===== config.mk =====
export PLATFORM = sky130hd
export DESIGN_NAME = paint_writer
export DESIGN_NICKNAME = d
export VERILOG_FILES = /design/src/rtl/paint_writer.sv
export SDC_FILE = /design/constraint.sdc
export NUM_CORES = 1
export LEC_CHECK = 0
export ABC_AREA = 0
export BUFFER_PORTS_ARGS = -buffer_cell sky130_fd_sc_hd__buf_4
export CORE_MARGIN = 1
export CORE_UTILIZATION = 35
export CTS_CLUSTER_DIAMETER = 120
export DETAILED_ROUTE_END_ITERATION = 10
export SYNTH_ARGS = -nofsm -noshare
export SYNTH_HDL_FRONTEND = slang
export SYNTH_SLANG_ARGS = --single-unit

===== constraint.sdc =====
create_clock -name clk -period 3 [get_ports clk]
set_clock_uncertainty 0.1 [all_clocks]
set_input_delay 0.3 -clock clk [delete_from_list [all_inputs] [get_ports clk]]
set_output_delay 0.3 -clock clk [all_outputs]
set_load 0.01 [all_outputs]

===== src/rtl/paint_writer.sv =====
// paint_writer: queues tracked-pen points and paints them into the 1bpp SRAM
// frame bitmap with read-modify-write cycles issued only during vertical blank.
// Optional feature macro: PAINT_BRUSH2_EN (2x2 brush, second row per point).
module paint_writer #(
    parameter int unsigned FIFO_DEPTH = 4,
    parameter int unsigned WIN_FIRST  = 482,
    parameter int unsigned WIN_LAST   = 523
) (
    input  logic        clk,
    input  logic        reset,
    input  logic        pt_valid,
    output logic        pt_ready,
    input  logic [9:0]  pt_x,
    input  logic [9:0]  pt_y,
    input  logic [10:0] hcounter,
    input  logic [9:0]  vcounter,
    input  logic [3:0]  pb_state,
    input  logic        ready,
    output logic [17:0] address,
    input  logic [15:0] data_read,
    output logic [15:0] data_write,
    output logic        read,
    output logic        write,
    output logic        bus_own,
    output logic [15:0] paint_count,
    output logic [7:0]  drop_count
);

    localparam int unsigned PW = (FIFO_DEPTH > 1) ? $clog2(FIFO_DEPTH) : 1;
    localparam int unsigned CW = PW + 1;
    localparam logic [CW-1:0] DEPTH_C   = CW'(FIFO_DEPTH);
    localparam logic [9:0]    WIN_FIRST_V = 10'(WIN_FIRST);
    localparam logic [9:0]    WIN_LAST_V  = 10'(WIN_LAST);

    typedef enum logic [3:0] {
        S_IDLE     = 4'd0,
        S_RD_REQ   = 4'd1,
        S_RD_WAIT  = 4'd2,
        S_RD_CAP   = 4'd3,
        S_WR_REQ   = 4'd4,
        S_WR_PULSE = 4'd5,
        S_WR_DONE  = 4'd6
    } state_t;

    state_t         state;
    logic [9:0]     fifo_x [FIFO_DEPTH];
    logic [9:0]     fifo_y [FIFO_DEPTH];
    logic [PW-1:0]  wr_ptr;
    logic [PW-1:0]  rd_ptr;
    logic [CW-1:0]  count;
    logic [CW-1:0]  count_next;
    logic [9:0]     wx;
    logic [9:0]     wy;
    logic [15:0]    word;
    logic [15:0]    mask_c;
    logic [17:0]    addr_c;
    logic           in_range;
    logic           accept;
    logic           push;
    logic           pop;
    logic           win_open;
    logic           row_pending;
    logic           unused_ok;

`ifdef PAINT_BRUSH2_EN
    logic           second_row;
`endif

    assign unused_ok = ^hcounter;

    // Intake decode, paint window, working-point address and mask
    always_comb begin
        in_range = (pt_x < 10'd640) && (pt_y < 10'd480);
        accept   = pt_valid && pt_ready;
        push     = accept && in_range;
        win_open = (vcounter >= WIN_FIRST_V) && (vcounter <= WIN_LAST_V) && (pb_state == 4'd0);
        addr_c   = (18'(wy) << 5) + (18'(wy) << 3) + 18'(wx[9:4]);
        mask_c   = 16'h8000 >> wx[3:0];
`ifdef PAINT_BRUSH2_EN
        // Neighbour pixel x+1; shifts out to nothing when x is the word's last pixel
        mask_c      = mask_c | (mask_c >> 1);
        row_pending = !second_row && (wy < 10'd479);
`else
        row_pending = 1'b0;
`endif
        pop        = (state == S_WR_DONE) && !row_pending;
        count_next = count + CW'(push) - CW'(pop);
    end

    // Point FIFO storage (contents need no reset; pointers guard validity)
    always_ff @(posedge clk) begin
        if (push) begin
            fifo_x[wr_ptr] <= pt_x;
            fifo_y[wr_ptr] <= pt_y;
        end
    end

    // FIFO control, counters and the read-modify-write state machine
    always_ff @(posedge clk) begin
        if (!reset) begin
            state       <= S_IDLE;
            wr_ptr      <= '0;
            rd_ptr      <= '0;
            count       <= '0;
            pt_ready    <= 1'b0;
            wx          <= '0;
            wy          <= '0;
            word        <= '0;
            bus_own     <= 1'b0;
            read        <= 1'b0;
            write       <= 1'b0;
            address     <= '0;
            data_write  <= '0;
            paint_count <= '0;
            drop_count  <= '0;
`ifdef PAINT_BRUSH2_EN
            second_row  <= 1'b0;
`endif
        end else begin
            count    <= count_next;
            pt_ready <= (count_next != DEPTH_C);
            if (push) wr_ptr <= wr_ptr + PW'(1);
            if (pop)  rd_ptr <= rd_ptr + PW'(1);
            if (accept && !in_range && drop_count != 8'hFF)
                drop_count <= drop_count + 8'd1;

            case (state)
                S_IDLE: begin
                    if (win_open && count != '0) begin
                        wx      <= fifo_x[rd_ptr];
                        wy      <= fifo_y[rd_ptr];
                        bus_own <= 1'b1;
`ifdef PAINT_BRUSH2_EN
                        second_row <= 1'b0;
`endif
                        state   <= S_RD_REQ;
                    end
                end
                S_RD_REQ: begin
                    if (ready) begin
                        address <= addr_c;
                        state   <= S_RD_WAIT;
                    end
                end
                S_RD_WAIT: begin
                    read  <= 1'b1;
                    state <= S_RD_CAP;
                end
                S_RD_CAP: begin
                    read <= 1'b0;
                    word <= data_read;
                    // Pixel(s) already set: skip the write entirely
                    if ((data_read & mask_c) == mask_c) state <= S_WR_DONE;
                    else                                state <= S_WR_REQ;
                end
                S_WR_REQ: begin
                    if (ready) begin
                        data_write <= word | mask_c;
                        state      <= S_WR_PULSE;
                    end
                end
                S_WR_PULSE: begin
                    write <= 1'b1;
                    state <= S_WR_DONE;
                end
                S_WR_DONE: begin
                    write <= 1'b0;
                    if (row_pending) begin
                        wy    <= wy + 10'd1;
`ifdef PAINT_BRUSH2_EN
                        second_row <= 1'b1;
`endif
                        state <= S_RD_REQ;
                    end else begin
                        paint_count <= paint_count + 16'd1;
                        bus_own     <= 1'b0;
                        state       <= S_IDLE;
                    end
                end
                default: begin
                    bus_own <= 1'b0;
                    read    <= 1'b0;
                    write   <= 1'b0;
                    state   <= S_IDLE;
                end
            endcase
        end
    end

endmodule

==> flow_summary_export.csv <==
group,metric,value,unit
critical_path,arrival,2.98,ns
routing,dr.pass1.iters,8,
power_and_ir_drop,p_int,3.90,mW
synth,synth_top_family_by_area,"simple AND/OR/NAND/NOR gates",
clock_network,cts_max_level,4,
status,status,"complete, but fails checks",
synth,syn_inst,690,
critical_path,critPathMaxStageDelay,0.54,ns
synth,synthMuxAreaShare,9.31,%
synth,yosys_register_bits,186,
power_and_ir_drop,clock_power_share,43.3,%
finish,final_cell_mix,"buf_4, dfxtp_1, edfxtp_1",
finish,post-route-cell-area,9860,sq um
power_and_ir_drop,seqPwrFrac,53.2,%
power_and_ir_drop,power_density,506,nW/um^2
die,start_util,35.9,%
routing,drt_iter0_drc,300,
clock_network,worst_skew_pair.late_latency,0.42,ns
finish,final_common_cell,"buf_4",
clock_network,cts_tree,"built",
synth,syn_area_per_cell,11.4,sq um
clock_network,cts_buffer_depth,2,
routing,num_vias,5539,
sta,fin_crit_sh,92.8,%
global_routing,antenna_found_initial,0,
status,violations,"DRC",
synth,yosys_warnings,0,
global_routing,overflow,0,
power_and_ir_drop,irDropWorstVdd,0.000313,V
die,die_x,152,um
critical_path,crit_required,3.19,ns
critical_path,cp_max_fo,2,
flow_run,maxCapViolations,0,
clock_network,cts-root-buf,"clkbuf_16",
synth,synth-simple-area-share,13.1,%
sta,finalSetupViolCount,0,
finish,area_growth,24.9,%
sta,min_period,2.78,ns
sta,hold_viol,0,
synth,yosys.area_share.adder,5.04,%
synth,syn-cell-area,7890,sq um
clock_network,postCtsSetupBuffers,0,
global_routing,grt_pass1_vias,5230,
critical_path,crit_family,"adder cells",
synth,async_flop_share,0,%
placed_design,dp_hpwl,12400,um
placed_design,gp_congestion,0.773,
critical_path,crit_buf_inv,2,
synth,synth_xor_area_share,2.89,%
routing,viasPerCell,4.96,
finish,fin_nets,918,
min_path,holdCritPathClass,"input port to flip-flop",
clock_network,cts_buffers,17,
global_routing,grt_pass1_wl,28900,um
die,die_h,152,um
sta,fmax,359,MHz
routing,wl_per_cell,16.0,um
sta,tns,0,ns
finish,layout-drive-gt1-share,22.5,%
die,fp-row-count,54,
global_routing,grt_max_degree,37,
routing,routed_wl,17900,um
critical_path,crit_chain,"inv_1 > fa_1 > inv_1 > fa_1 > a21o_1 > a211oi_1 > nor2_1 > o311ai_0 > o211ai_1",
placed_design,placed_area,9090,sq um
global_routing,grtUsageTotal,16.0,%
synth,seq_area_frac_synth,57.3,%
die,io_pins,127,
sta,hold_ws,0.0322,ns
power_and_ir_drop,power_frac_comb,3.6,%
critical_path,cp_slowest_cell,"fa_1",
critical_path,cp-end-kind,"flip-flop",
synth,synth.distinct_cells,60,
placed_design,portBuffers,112,
sta,rsz0062_at_grt,"no",
synth,synth_edf_count,80,
sta,worst_pin_slew,0.727,ns
critical_path,path_class,"flip-flop to flip-flop",
die,dieArea,23200,sq um
finish,antenna_cells,0,
clock_network,clkTransAtPathRegs,0.07,ns
synth,synth_top_flop_cell,"dfxtp_1",
power_and_ir_drop,switching_share,21.9,%
synth,synth_compound_area_share,9.38,%
power_and_ir_drop,p_switching,1.09,mW
routing,drtAntennaViolNets,0,
die,core,22000,sq um
sta,slew_headroom,51.4,%
sta,slew_viol_final,0,
power_and_ir_drop,p_leak,3.82,nW
critical_path,critPathLaunchType,"flip-flop",
clock_network,cts_num_sinks,186,
routing,route.detailed.drc,9,
finish,n_fill_cell,2059,
layer usage:
metal  vias to the layer above  GRT usage, %  routed length, um
li1                       2766             -                  -
met1                      2649          21.9               8720
met2                       110          25.1               8150
met3                        14          3.58                783
met4                         0          4.91                218
met5                         -             0                  0
cell families after synthesis:
group                      Yosys count
muxes                               47
other                                1
buffers and inverters               52
DFF                                186
AOI/OAI and AO/OA                  123
and+or+nand+nor                    225
adders and majority gates           30
xor gates and xnor gates            26
through the flow:
step,setup slack (ns),cells,utilization (%),total power [mW]
6_report,0.216,1116,44.9,4.99
5_1_grt,0.0577,1116,44.9,5.17
4_1_cts,0.0722,1116,44.9,5.04
3_5_place_dp,0.194,1064,41.4,2.87
3_3_place_gp,0.225,1064,41.4,2.87
2_1_floorplan,0.293,691,-,2.77
sequential cells by signal, indices dropped and copies added (netlist names), 2 cells and up:
signal / cells
fifo_y: 40
address: 16
word: 16
paint_count: 16
data_write: 16
wr_ptr: 2
state: 3
wx: 10
wy: 10
rd_ptr: 2
fifo_x: 40
drop_count: 8
count: 3
final cells by class:
cell class / instances / area (sq um) / area share [%]
well taps: 280 / 350 / 3.55
repair buffers: 149 / 1210 / 12.2
clock buffers: 17 / 425 / 4.32
clock inverters: 15 / 140 / 1.42
flip-flops and latches: 186 / 4520 / 45.9
inverters: 16 / 60.1 / 0.609
multi-input cells: 453 / 3150 / 32.0
synthesized netlist by cell type (all sizes together) (13+ instances only):
master	n	area (sq um)
nor3	14	80.1
o21ai	26	130
nand3	16	80.1
xnor2	17	149
clkbuf	20	75.1
buf	16	91.3
dfxtp	106	2120
nand2	76	285
mux4	21	473
ha	27	338
inv	15	56.3
o22ai	13	81.3
mux2i	25	250
edfxtp	80	2400
nor2	70	263
a21oi	48	240
power groups by stage:
| stage | sequential, mW | combinational, mW | clock (mW) |
|---|---|---|---|
| 4_1_cts | 2.65 | 0.179 | 2.21 |
| 5_1_grt | 2.65 | 0.196 | 2.32 |
| 6_report | 2.65 | 0.178 | 2.16 |
| 2_1_floorplan | 2.71 | 0.0566 | 0 |
| 3_5_place_dp | 2.71 | 0.158 | 0 |
| 3_3_place_gp | 2.71 | 0.157 | 0 |
what timing repair did:
item / in CTS / in global routing
hold buffers: 20 / 0
setup endpoints to repair: 0 / 2
hold endpoints to repair: 80 / 0
gates resized for setup: 0 / 2
final timing paths:
kind / start / to / slack, ns / cells past startpoint
min: data_read[12] / word[12] / 0.03 / 3
max: wx[9] / address[14] / 0.22 / 9
min reg2reg: address[11] / address[11] / 0.36 / 2
max reg2reg: wx[9] / address[14] / 0.22 / 9
worst register-to-register path, stage by stage, from the launching register on:
cell,delay [ns]
dfxtp_1,0.34
inv_1,0.06
fa_1,0.54
inv_1,0.07
fa_1,0.46
a21o_1,0.21
a211oi_1,0.31
nor2_1,0.11
o311ai_0,0.33
o211ai_1,0.13
Note: power is estimated with default switching activity, not from simulation.
